==> src/rtl/instr_fetch.sv <==
// Instruction fetch stage: credit-limited word fetch over req/gnt/rvalid,
// in-order response FIFO, redirect flush with stale-response drop.
module instr_fetch #(
  parameter logic [31:0] RESET_PC = 32'h0000_0000,
  parameter int          DEPTH    = 2
) (
  input  logic        i_clk,
  input  logic        i_rst,
  output logic        o_imem_req,
  output logic [31:0] o_imem_addr,
  input  logic        i_imem_gnt,
  input  logic        i_imem_rvalid,
  input  logic [31:0] i_imem_rdata,
  input  logic        i_redirect,
  input  logic [31:0] i_redirect_pc,
  output logic        o_valid,
  input  logic        i_ready,
  output logic [31:0] o_pc,
  output logic [31:0] o_instr,
  output logic [6:0]  o_opcode,
  output logic [4:0]  o_rd,
  output logic [2:0]  o_funct3,
  output logic [4:0]  o_rs1,
  output logic [4:0]  o_rs2,
  output logic [6:0]  o_funct7
);

  localparam int AW = $clog2(DEPTH);
  localparam int CW = AW + 1;
  localparam logic [CW:0] LIMIT = (CW+1)'(DEPTH);

  logic [31:0]   fetch_pc;
  logic [31:0]   rsp_pc;
  logic [31:0]   redir_pc;
  logic [CW-1:0] outstanding;
  logic [CW-1:0] drop_cnt;
  logic [CW-1:0] count;
  logic [CW-1:0] rsp_dec;
  logic [CW:0]   credit;
  logic [AW-1:0] rd_ptr;
  logic [AW-1:0] wr_ptr;
  logic [31:0]   pc_mem  [DEPTH];
  logic [31:0]   ins_mem [DEPTH];
  logic          grant;
  logic          push;
  logic          pop;
  logic          drop;

  assign redir_pc = i_redirect_pc & ~32'h3;
  // In-flight plus buffered words never exceed DEPTH, so a push always fits.
  assign credit = {1'b0, outstanding} + {1'b0, count};

  assign o_imem_req  = !i_rst && !i_redirect && (credit < LIMIT);
  assign o_imem_addr = fetch_pc;

  assign grant   = o_imem_req && i_imem_gnt;
  assign drop    = i_imem_rvalid && (drop_cnt != '0);
  assign push    = i_imem_rvalid && (drop_cnt == '0);
  assign pop     = o_valid && i_ready;
  assign rsp_dec = CW'(i_imem_rvalid);

  assign o_valid = (count != '0);
  assign o_pc    = o_valid ? pc_mem[rd_ptr]  : '0;
  assign o_instr = o_valid ? ins_mem[rd_ptr] : '0;

  assign o_opcode = o_instr[6:0];
  assign o_rd     = o_instr[11:7];
  assign o_funct3 = o_instr[14:12];
  assign o_rs1    = o_instr[19:15];
  assign o_rs2    = o_instr[24:20];
  assign o_funct7 = o_instr[31:25];

  always_ff @(posedge i_clk) begin
    if (i_rst) begin
      fetch_pc    <= RESET_PC;
      rsp_pc      <= RESET_PC;
      outstanding <= '0;
      drop_cnt    <= '0;
      count       <= '0;
      rd_ptr      <= '0;
      wr_ptr      <= '0;
    end else if (i_redirect) begin
      // Everything still in flight after this cycle's response is stale.
      fetch_pc    <= redir_pc;
      rsp_pc      <= redir_pc;
      outstanding <= outstanding - rsp_dec;
      drop_cnt    <= outstanding - rsp_dec;
      count       <= '0;
      rd_ptr      <= '0;
      wr_ptr      <= '0;
    end else begin
      if (grant)
        fetch_pc <= fetch_pc + 32'd4;
      outstanding <= outstanding + CW'(grant) - rsp_dec;
      if (drop)
        drop_cnt <= drop_cnt - CW'(1);
      if (push) begin
        rsp_pc <= rsp_pc + 32'd4;
        wr_ptr <= wr_ptr + AW'(1);
      end
      if (pop)
        rd_ptr <= rd_ptr + AW'(1);
      count <= count + CW'(push) - CW'(pop);
    end
  end

  always_ff @(posedge i_clk) begin
    if (!i_rst && !i_redirect && push) begin
      pc_mem[wr_ptr]  <= rsp_pc;
      ins_mem[wr_ptr] <= i_imem_rdata;
    end
  end

endmodule

==> config.mk <==
export PLATFORM = sky130hd
export DESIGN_NAME = instr_fetch
export DESIGN_NICKNAME = d
export VERILOG_FILES = /design/src/rtl/instr_fetch.sv
export SDC_FILE = /design/constraint.sdc
export NUM_CORES = 1
export LEC_CHECK = 0
export CAP_MARGIN = 20
export CORE_MARGIN = 1.5
export CORE_UTILIZATION = 45
export DETAILED_ROUTE_END_ITERATION = 8
export GPL_ROUTABILITY_DRIVEN = 0
export PLACE_DENSITY_LB_ADDON = 0.05
export SLEW_MARGIN = 20
export SYNTH_ARGS = -nofsm -noshare
export SYNTH_HDL_FRONTEND = slang
export SYNTH_SLANG_ARGS = --single-unit
==> constraint.sdc <==
create_clock -name i_clk -period 6.75 [get_ports i_clk]
set_input_delay 0.675 -clock i_clk [delete_from_list [all_inputs] [get_ports i_clk]]
set_output_delay 0.675 -clock i_clk [all_outputs]
set_load 0.01 [all_outputs]
==> results.tsv, run 1 <==
stage	metric	value	unit
status	status	completed	
clocking	post-CTS setup buffers	0	
clocking	library cell used as clock root buffer	clkbuf_16	
worst_setup_path	WP buf/inv	2	
pwr	Peak VDD IR	0.183	mV
sta	FMAX	311	MHz
logic_synthesis	Synth Register Bits	193	
sta	Tmin final	3.22	ns
worst_setup_path	crit path DAT	3.51	ns
logic_synthesis	Yosys top cell area share	42.1	%
grt	antenna violations before repair	0	
grt	pin count of the biggest net entering global routing	66	
floorplan	# IOs	200	
floorplan	die width	143	um
drt	Vias	6516	
grt	aggregate global routing overflow	0	
worst_setup_path	RR Startpoint	count[0]	
grt	GRT Util Overall	19.7	%
logic_synthesis	largest area contributor in the netlist	edfxtp_1	
sta	Finish-stage setup viols	0	
sta	final slew viol count	0	
run	Max-Cap Viols	0	
logic_synthesis	ys async rst share	0	%
drt	WL final	20300	um
finish	fraction of layout cells with a size suffix above 1	5.31	%
floorplan	chip height	143	um
sta	Fin Hold WS	0.514	ns
logic_synthesis	Gate Count Post-Synth	784	
worst_setup_path	slowest stage delay, CP	0.46	ns
drt	DR DRC count	0	
pwr	PwrDens	238	mW/mm2
clocking	Num Clock Sinks	193	
worst_setup_path	CP Class	reg2reg	
worst_setup_path	Critical Path Source Type	flop	
place	detailed placer's ending HPWL	13300	um
sta	Worst-Margin Slew	0.876	ns
place	Post-Place Cell Area	0.0107	mm2
sta	Hold Fails Final Rpt	0	
worst_setup_path	CP required	7.04	ns
finish	Inserted Diodes	0	
clocking	Clk Latency, worst-skew pair	0.43	ns
floorplan	die area	0.0205	mm2
drt	WL/cell	16.8	um
floorplan	# rows	51	
finish	nets	1008	
finish	P&R area growth vs syn	28.3	%
worst_setup_path	CP Capture Point	outstanding[1]	
clocking	post-CTS sizing	0	
finish	final design utilization	58.5	%
logic_synthesis	top-count cell post-synth	edfxtp_1	
drt	antenna viol nets, final	0	
worst_setup_path	largest delay contributor family on the critical path	adder cells	
clocking	CTS Buf Count	17	
worst_setup_path	critical path cell sequence	and2_1, fa_1, nor4_4, and2_4, inv_2, ha_1, inv_1, ha_1, xnor2_1, o21ai_0, xnor2_1, nor2_1	
clocking	CTS tree	done	
sta	unrepaired setup endpoints after global routing	no	
logic_synthesis	sequential-to-total area share from yosys stat	57.7	%
hold_path	Tightest Hold Check Type	reg2reg	
logic_synthesis	Ys Warns	0	
logic_synthesis	Commonest cells post-synth	edfxtp_1, nor2_1, dfxtp_1	
logic_synthesis	Synth cell types	54	
worst_setup_path	R2R setup slack	3.53	ns
clocking	Clock Path Buffers	2	
worst_setup_path	crit path max fanout	31	
worst_setup_path	CP endpoint kind	flop	
finish	design area	0.0114	mm2
clocking	CTS H-tree depth	4	
worst_setup_path	Stages on worst setup path	12	
worst_setup_path	R2R Path End	outstanding[1]	
grt	first-pass GRT wire length	31300	um
floorplan	initial core utilization	45.6	%
sta	Setup Skew	0.00968	ns
worst_setup_path	slowest CP cell	fa_1	
worst_setup_path	Crit. Startpoint	count[0]	
drt	DRT Pass-1 Iters	5	
sta	setup TNS	0	ns
pwr	P_leak	3.68	nW
grt	vias in the first global route	6164	
sta	normalized max-slew margin	41.6	%
logic_synthesis	Post-synth EDFFs	124	
worst_setup_path	R2R depth	12	
drt	vias per std cell	5.40	
logic_synthesis	Avg Inst Size Synth	11.3	um2
floorplan	core area	0.0194	mm2
logic_synthesis	Syn Std Cell Area	0.00884	mm2
logic_synthesis	Most used DFF post-synth	edfxtp_1	
clocking	clk slew on worst S/H paths	0.07	ns
sta	final worst-path cycle share	47.7	%
place	number of port buffers	193	
logic_synthesis	top post-synthesis cells by area	edfxtp_1, dfxtp_1, mux2i_1	
drt	DRT iter0 DRCs	424	
clocking	CTS Hold Bufs	0	
pwr	Pwr Total	2.70	mW
==> stage by stage <==
step / setup WS, ns / cells
4_1_cts: 3.50 / 1206
6_report: 3.53 / 1207
5_1_grt: 3.35 / 1207
3_5_place_dp: 3.34 / 1174
2_1_floorplan: 2.44 / 787
3_3_place_gp: 3.43 / 1174
==> placed cells by master, fill, tap and decap left out, types with 3 or more instances in the layout <==
cell,n
nand2_1,34
edfxtp_1,124
mux2i_1,63
and2_1,7
and4_1,8
a31oi_1,17
a21boi_0,10
or3_1,4
o21ai_0,6
dfxtp_1,68
o22ai_1,10
clkbuf_16,17
xor2_1,17
bufinv_16,3
conb_1,4
nor3_1,16
nor4b_1,4
nand4_1,24
a211oi_1,15
xnor2_1,30
clkbuf_1,3
o21bai_1,3
clkdlybuf4s50_1,191
o311ai_0,3
or4_1,3
o211ai_1,3
a21oi_1,28
nor2_1,99
nand3_1,25
a21o_1,4
ha_1,8
nor4_1,14
and3_1,8
inv_1,24
inv_6,3
buf_4,6
==> final cells by class <==
| class | instances | area [um2] |
|---|---|---|
| clock inverters | 12 | 158 |
| flip-flops and latches | 193 | 5110 |
| fillers | 1647 | 8050 |
| clock buffers | 20 | 437 |
| multi-input cells | 492 | 3230 |
| well taps | 265 | 332 |
| repair buffers | 200 | 1990 |
| inverters | 25 | 93.8 |
==> metal layers <==
metal / vias up / wire [um] / GRT usage [%]
met5: - / 0 / 0
met4: 0 / 402 / 8.19
met3: 31 / 1350 / 3.45
met2: 286 / 9240 / 30.9
met1: 3076 / 9260 / 26.9
li1: 3123 / - / -
==> flip-flops by register name, summed over array words and instances, names as in the netlist, named ones only <==
name / count
count: 2
drop_cnt: 2
ins_mem: 64
o_imem_addr: 30
outstanding: 2
pc_mem: 60
rd_ptr: 1
rsp_pc: 30
wr_ptr: 1
==> where the power goes <==
part	total [mW]	internal (mW)	switching, mW
clock	1.02	0.586	0.431
combinational	0.337	0.176	0.161
sequential	1.35	1.30	0.0474
==> kinds of logic after synthesis <==
logic type      Yosys count  share of synthesized area (%)
other cells               1                         0.0424
flops                   193                           57.7
xor+xnor                 47                           4.65
mux                      65                           7.38
fa+ha+maj                 9                           1.36
simple gates            258                           14.7
compound gates          109                           8.04
buf+inv                 102                           6.10
==> how the worst min path moves through the flow <==
| stage | from | to | slack [ns] | cells past startpoint |
|---|---|---|---|---|
| final | rsp_pc[28] | pc_mem[1][28] | 0.51 | 0 |
| after global routing | rsp_pc[27] | pc_mem[1][27] | 0.52 | 0 |
| after detailed placement | rsp_pc[27] | pc_mem[0][27] | 0.50 | 0 |
| after global placement | rsp_pc[28] | pc_mem[0][28] | 0.49 | 0 |
| after floorplan | rsp_pc[31] | pc_mem[0][31] | 0.44 | 0 |
| after CTS | rsp_pc[27] | pc_mem[0][27] | 0.51 | 0 |
(Power assumes the default switching activity.)
==> inputs of run 2 (changes only) <==
==> constraint.sdc (replaced) <==
create_clock -name i_clk -period 3.3 [get_ports i_clk]
set_input_delay 0.33 -clock i_clk [delete_from_list [all_inputs] [get_ports i_clk]]
set_output_delay 0.33 -clock i_clk [all_outputs]
set_load 0.01 [all_outputs]
==> run 2 against run 1 <==
Utilization rose by 0.11 points. Via count rose by 0.72%. Worst setup slack worse by 3.1 ns. Cell area is 0.19% higher. Sequential cell count unchanged. Critical path depth unchanged. First-iteration DRC count up 14%. Die area unchanged. Critical path type unchanged. Critical endpoint unchanged. Largest cell class unchanged.
==> results.tsv, run 2 (synthesized netlist as in run 1, its figures left out) <==
stage	metric	value	unit	change
worst_setup_path	Critical Path Source Type	flop		unchanged
drt	Vias	6563		was 6,516
pwr	switching share of power	23.6	%	was 23.7%
grt	vias in the first global route	6290		was 6,164
clocking	Clk Latency, worst-skew pair	0.43	ns	about the same
pwr	Psw	1.28	mW	was 0.640 mW
floorplan	# rows	51		unchanged
worst_setup_path	CP required	3.59	ns	was 7.04 ns
worst_setup_path	crit path max fanout	12		was 31
grt	first-pass GRT wire length	32100	um	was 31,300 um
drt	WL final	20400	um	was 20,300 um
clocking	CTS Buf Count	17		unchanged
grt	pin count of the biggest net entering global routing	65		was 66
pwr	Internal	4.14	mW	was 2.06 mW
clocking	CTS Hold Bufs	0		unchanged
finish	Register Area	0.00511	mm2	unchanged
clocking	post-CTS setup buffers	0		unchanged
finish	P&R area growth vs syn	28.6	%	was 28.3%
sta	Worst-Margin Slew	0.770	ns	was 0.876 ns
sta	Fin Hold WS	0.480	ns	was 0.514 ns
drt	DRT iter0 DRCs	485		was 424
clocking	library cell used as clock root buffer	clkbuf_16		unchanged
finish	most common cell after layout, fill and taps aside	clkdlybuf4s50_1		unchanged
clocking	clk slew on worst S/H paths	0.07	ns	about the same
pwr	PwrDens	477	mW/mm2	was 238 mW/mm2
sta	FMAX	351	MHz	was 311 MHz
worst_setup_path	crit path DAT	3.14	ns	was 3.51 ns
grt	aggregate global routing overflow	0		unchanged
finish	Layout fillers	1629		was 1,647
drt	DR DRC count	0		unchanged
place	number of port buffers	193		unchanged
sta	Setup Skew	0.0119	ns	was 0.00968 ns
floorplan	die width	143	um	unchanged
worst_setup_path	CP endpoint kind	flop		unchanged
drt	vias per std cell	5.42		was 5.40
sta	final slew viol count	0		unchanged
drt	WL/cell	16.9	um	was 16.8 um
floorplan	chip height	143	um	unchanged
sta	Tmin final	2.85	ns	was 3.22 ns
finish	nets	1011		was 1,008
sta	final worst-path cycle share	86.2	%	was 47.7%
drt	DRT Pass-1 Iters	4		was 5
finish	commonest non-fill, non-tap cells in the layout	clkdlybuf4s50_1, edfxtp_1, nor2_1		unchanged
sta	setup TNS	0	ns	unchanged
place	detailed placer's ending HPWL	13700	um	was 13,300 um
floorplan	core area	0.0194	mm2	unchanged
worst_setup_path	R2R setup slack	0.45	ns	was 3.53 ns
run	Max-Cap Viols	0		unchanged
sta	Finish-stage setup viols	0		unchanged
floorplan	die area	0.0205	mm2	unchanged
floorplan	initial core utilization	45.6	%	unchanged
pwr	P_leak	3.69	nW	was 3.68 nW
finish	Inserted Diodes	0		unchanged
drt	antenna viol nets, final	0		unchanged
pwr	Sequential Power Share	50.8	%	was 49.9%
grt	antenna violations before repair	0		unchanged
clocking	CTS tree	done		unchanged
finish	Largest regs	ins_mem (64), pc_mem (60)		unchanged
grt	GRT Util Overall	20.4	%	was 19.7%
clocking	post-CTS sizing	0		unchanged
clocking	CTS H-tree depth	4		unchanged
finish	flip-flop count of the largest register after layout	64		unchanged
finish	fraction of layout cells with a size suffix above 1	5.61	%	was 5.31%
hold_path	Tightest Hold Check Type	in2reg		was reg2reg
worst_setup_path	CP Class	reg2reg		unchanged
clocking	Num Clock Sinks	193		unchanged
floorplan	# IOs	200		unchanged
status	status	completed		unchanged
pwr	Clock power frac	36.3	%	was 37.6%
pwr	Peak VDD IR	0.412	mV	was 0.183 mV
pwr	Gate power share	12.9	%	was 12.5%
sta	unrepaired setup endpoints after global routing	no		unchanged
finish	area occupied by multi-input gates	0.00323	mm2	unchanged
sta	Hold Fails Final Rpt	0		unchanged
clocking	Clock Path Buffers	2		unchanged
finish	Reg with most FFs	ins_mem		unchanged
sta	normalized max-slew margin	48.2	%	was 41.6%
## run 2: changes by cell type in the layout (fill, tap and decap cells not counted), sizes merged, moves of 2 or more
cell    delta
inv        -3
bufinv     -2
buf        +2
clkbuf     +3
## run 2: power by group through the flow
stage | Sequential (mW) | Clock, mW | Combinational (mW)
2_1_floorplan | 2.79 | 0 | 0.369
6_report | 2.76 | 1.97 | 0.699
4_1_cts | 2.75 | 2.01 | 0.705
3_3_place_gp | 2.80 | 0 | 0.689
5_1_grt | 2.77 | 2.11 | 0.762
3_5_place_dp | 2.81 | 0 | 0.699
## run 2: layout make-up
cell class              count  share of cell area, %
inverters                  25                  0.825
flip-flops and latches    193                   44.9
clock inverters             9                  0.726
multi-input cells         492                   28.4
repair buffers            203                   17.9
well taps                 265                   2.92
clock buffers              23                   4.29
## run 2: stage by stage
stage,cell area (um2),utilization (%),power (mW),worst slack [ns],instances
6_report,11400,58.6,5.42,0.454,1210
5_1_grt,11400,58.6,5.64,0.312,1210
4_1_cts,11400,58.6,5.47,0.441,1210
3_5_place_dp,10800,55.7,3.51,0.470,1178
3_3_place_gp,10800,55.7,3.49,0.514,1178
2_1_floorplan,8860,-,3.16,0.193,787
## run 2: worst max-delay path: stages (launching register included)
cell and delay [ns]:
dfxtp_1 0.40, and2_1 0.16, fa_1 0.45, nor4_4 0.33, and2_4 0.31, inv_2 0.05, ha_1 0.26, inv_1 0.04
ha_1 0.18, xnor2_1 0.12, o21ai_0 0.19, xnor2_1 0.16, nor2_1 0.06
## run 2: worst paths after layout
| check | endpoint | depth (start not counted) | start |
|---|---|---|---|
| max reg2reg | outstanding[1] | 12 | count[0] |
| min reg2reg | pc_mem[0][27] | 0 | rsp_pc[27] |
| max | outstanding[1] | 12 | count[0] |
| min | ins_mem[1][17] | 1 | i_imem_rdata[17] |
## run 2: routing by layer
| layer | track usage [%] | wire [um] | up-vias | part of all wire (%) |
|---|---|---|---|---|
| met1 | 27.2 | 8900 | 3100 | 44 |
| met4 | 7.92 | 410 | 0 | 2.0 |
| met3 | 4.69 | 1650 | 32 | 8.1 |
| met5 | 0 | 0 | - | 0 |
| met2 | 32.2 | 9470 | 304 | 46 |
| li1 | - | - | 3127 | - |
==> inputs of run 3 (changes only) <==
--- a/config.mk
+++ b/config.mk
@@ -5,12 +5,14 @@
 export SDC_FILE = /design/constraint.sdc
 export NUM_CORES = 1
 export LEC_CHECK = 0
-export CAP_MARGIN = 20
+export CAP_MARGIN = 10
 export CORE_MARGIN = 1.5
 export CORE_UTILIZATION = 45
 export DETAILED_ROUTE_END_ITERATION = 8
 export GPL_ROUTABILITY_DRIVEN = 0
+export GPL_TIMING_DRIVEN = 0
 export PLACE_DENSITY_LB_ADDON = 0.05
+export SKIP_LAST_GASP = 1
 export SLEW_MARGIN = 20
 export SYNTH_ARGS = -nofsm -noshare
 export SYNTH_HDL_FRONTEND = slang
==> run 3 against run 2 <==
Maximum frequency is 6.3% lower. Clock skew is 0.0022 ns higher. Cell count is 5.7% higher. Worst hold slack worse by 0.059 ns. Sequential share of layout area is 1.5 points lower. Cell area is 3.4% higher. Critical path depth is 6 lower. Clock power hardly changed. Critical path type is now reg2out. Largest power group unchanged.
==> results.tsv, run 3 (synthesized netlist as in run 1, its figures left out) <==
stage	metric	value	unit	change
sta	normalized max-slew margin	42.0	%	was 48.2%
worst_setup_path	CP required	2.97	ns	was 3.59 ns
clocking	CTS Buf Count	17		unchanged
pwr	Peak VDD IR	0.367	mV	was 0.412 mV
finish	fraction of layout cells with a size suffix above 1	8.48	%	was 5.61%
sta	setup TNS	0	ns	unchanged
hold_path	hold endpoint	rsp_pc[31]		was ins_mem[1][17]
drt	DR DRC count	0		unchanged
grt	first-pass GRT wire length	33100	um	was 32,100 um
sta	Finish-stage setup viols	0		unchanged
clocking	clk slew on worst S/H paths	0.07	ns	about the same
sta	Final WS setup	0.262	ns	was 0.454 ns
drt	antenna viol nets, final	0		unchanged
drt	Vias	6617		was 6,563
drt	DRT iter0 DRCs	319		was 485
grt	GRT Util Overall	21.4	%	was 20.4%
clocking	Num Clock Sinks	193		unchanged
floorplan	die area	0.0205	mm2	unchanged
place	number of port buffers	192		was 193
finish	P&R area growth vs syn	32.9	%	was 28.6%
floorplan	# IOs	200		unchanged
floorplan	initial core utilization	45.6	%	unchanged
floorplan	core area	0.0194	mm2	unchanged
worst_setup_path	R2R depth	13		was 12
finish	commonest non-fill, non-tap cells in the layout	clkdlybuf4s50_1, edfxtp_1, nor2_1		unchanged
clocking	Clk Latency, worst-skew pair	0.43	ns	about the same
finish	Largest regs	ins_mem (64), pc_mem (60)		unchanged
clocking	CTS Hold Bufs	0		unchanged
sta	unrepaired setup endpoints after global routing	no		unchanged
hold_path	Hold Startpoint	i_redirect		was i_imem_rdata[17]
grt	antenna violations before repair	0		unchanged
floorplan	die width	143	um	unchanged
clocking	CTS H-tree depth	4		unchanged
floorplan	chip height	143	um	unchanged
sta	Worst-Margin Slew	0.867	ns	was 0.770 ns
grt	vias in the first global route	6170		was 6,290
run	Max-Cap Viols	0		unchanged
clocking	Clock Path Buffers	2		unchanged
hold_path	Tightest Hold Check Type	in2reg		unchanged
hold_path	Hold Path Depth	4		was 1
sta	final slew viol count	0		unchanged
pwr	P_leak	3.91	nW	was 3.69 nW
sta	final worst-path cycle share	92.1	%	was 86.2%
pwr	PwrDens	465	mW/mm2	was 477 mW/mm2
finish	nets	1080		was 1,011
worst_setup_path	CP endpoint kind	output pin		was flop
sta	Setup Skew	0.0140	ns	was 0.0119 ns
drt	WL final	21300	um	was 20,400 um
finish	Inserted Diodes	0		unchanged
grt	aggregate global routing overflow	0		unchanged
status	status	completed		unchanged
clocking	library cell used as clock root buffer	clkbuf_16		unchanged
clocking	CTS tree	done		unchanged
worst_setup_path	Critical Path Source Type	flop		unchanged
worst_setup_path	R2R setup slack	0.37	ns	was 0.45 ns
drt	vias per std cell	5.17		was 5.42
sta	Tmin final	3.04	ns	was 2.85 ns
place	dpl ws	-0.0131	ns	was 0.470 ns
worst_setup_path	crit path DAT	2.71	ns	was 3.14 ns
worst_setup_path	R2R Path End	outstanding[1]		unchanged
sta	Hold Fails Final Rpt	0		unchanged
grt	pin count of the biggest net entering global routing	40		was 65
finish	most common cell after layout, fill and taps aside	clkdlybuf4s50_1		unchanged
worst_setup_path	RR Startpoint	count[0]		unchanged
drt	DRT Pass-1 Iters	4		unchanged
finish	Reg with most FFs	ins_mem		unchanged
sta	FMAX	329	MHz	was 351 MHz
worst_setup_path	crit path max fanout	10		was 12
place	detailed placer's ending HPWL	15800	um	was 13,700 um
finish	Layout fillers	1700		was 1,629
finish	flip-flop count of the largest register after layout	64		unchanged
sta	Fin Hold WS	0.421	ns	was 0.480 ns
floorplan	# rows	51		unchanged
worst_setup_path	CP Class	reg2out		was reg2reg
drt	WL/cell	16.6	um	was 16.9 um
-- run 3: cell types whose count changed in the layout (fill, tap and decap cells not counted), moves of 2 or more --
cell,change
buf_1,+8
clkbuf_8,-4
buf_4,+31
buf_6,+2
clkinv_4,+4
inv_6,+2
clkbuf_1,+26
-- run 3: final cells by class --
| type | count | area (um2) | share of cell area (%) |
|---|---|---|---|
| well taps | 265 | 332 | 2.82 |
| multi-input cells | 492 | 3220 | 27.4 |
| clock buffers | 18 | 429 | 3.65 |
| clock inverters | 14 | 134 | 1.14 |
| inverters | 25 | 93.8 | 0.798 |
| repair buffers | 196 | 2000 | 17.0 |
| plain buffers | 76 | 442 | 3.76 |
| flip-flops and latches | 193 | 5100 | 43.4 |
-- run 3: per-stage QoR --
stage	instance area, um2	power (mW)	instances	util [%]
6_report	11800	5.47	1279	60.6
5_1_grt	11800	5.69	1279	60.6
4_1_cts	11800	5.52	1279	60.6
3_5_place_dp	11200	3.56	1247	57.7
3_3_place_gp	11100	3.55	1244	57.3
2_1_floorplan	8860	3.16	787	-
-- run 3: how the worst max path moves through the flow --
stage                       start             end  slack [ns]  depth (start not counted)
global placement    i_imem_rvalid  ins_mem[0][17]       -1.34                          5
CTS                      count[0]  outstanding[1]        0.05                         14
detailed placement       count[0]  outstanding[1]       -0.01                         14
finish                       flop     o_opcode[3]        0.26                          6
global route                 flop     o_instr[30]        0.03                          6
floorplan             drop_cnt[0]   ins_mem[0][0]        0.19                          6
-- run 3: routing by layer --
metal / vias up / GRT usage, % / part of all wire [%]
li1: 3254 / - / -
met1: 3094 / 29.2 / 45
met2: 244 / 33.2 / 46
met3: 25 / 4.19 / 6.8
met4: 0 / 9.22 / 2.0
met5: - / 0 / 0
-- run 3: timing repair --
action                                  4_1_cts  5_1_grt
cloned                                        0        0
endpoints found under the hold margin         0        0
pin swaps                                     1        1
resized for setup                             0        0
endpoints found under the setup margin        1        1
buffers inserted                              0        1
-- run 3: worst max-delay path, stage by stage (launching register included) --
cell and delay (ns):
dfxtp_1 0.31, clkbuf_1 0.36, buf_1 0.63, mux2i_1 0.16, nor2_1 0.17, buf_4 0.13
clkdlybuf4s50_1 0.52
-- run 3: report_power, final --
group	internal (mW)	switching (mW)	leakage, nW	total (mW)
combinational	0.404	0.354	1.95	0.759
clock	1.05	0.905	0.266	1.96
sequential	2.66	0.0915	1.70	2.75
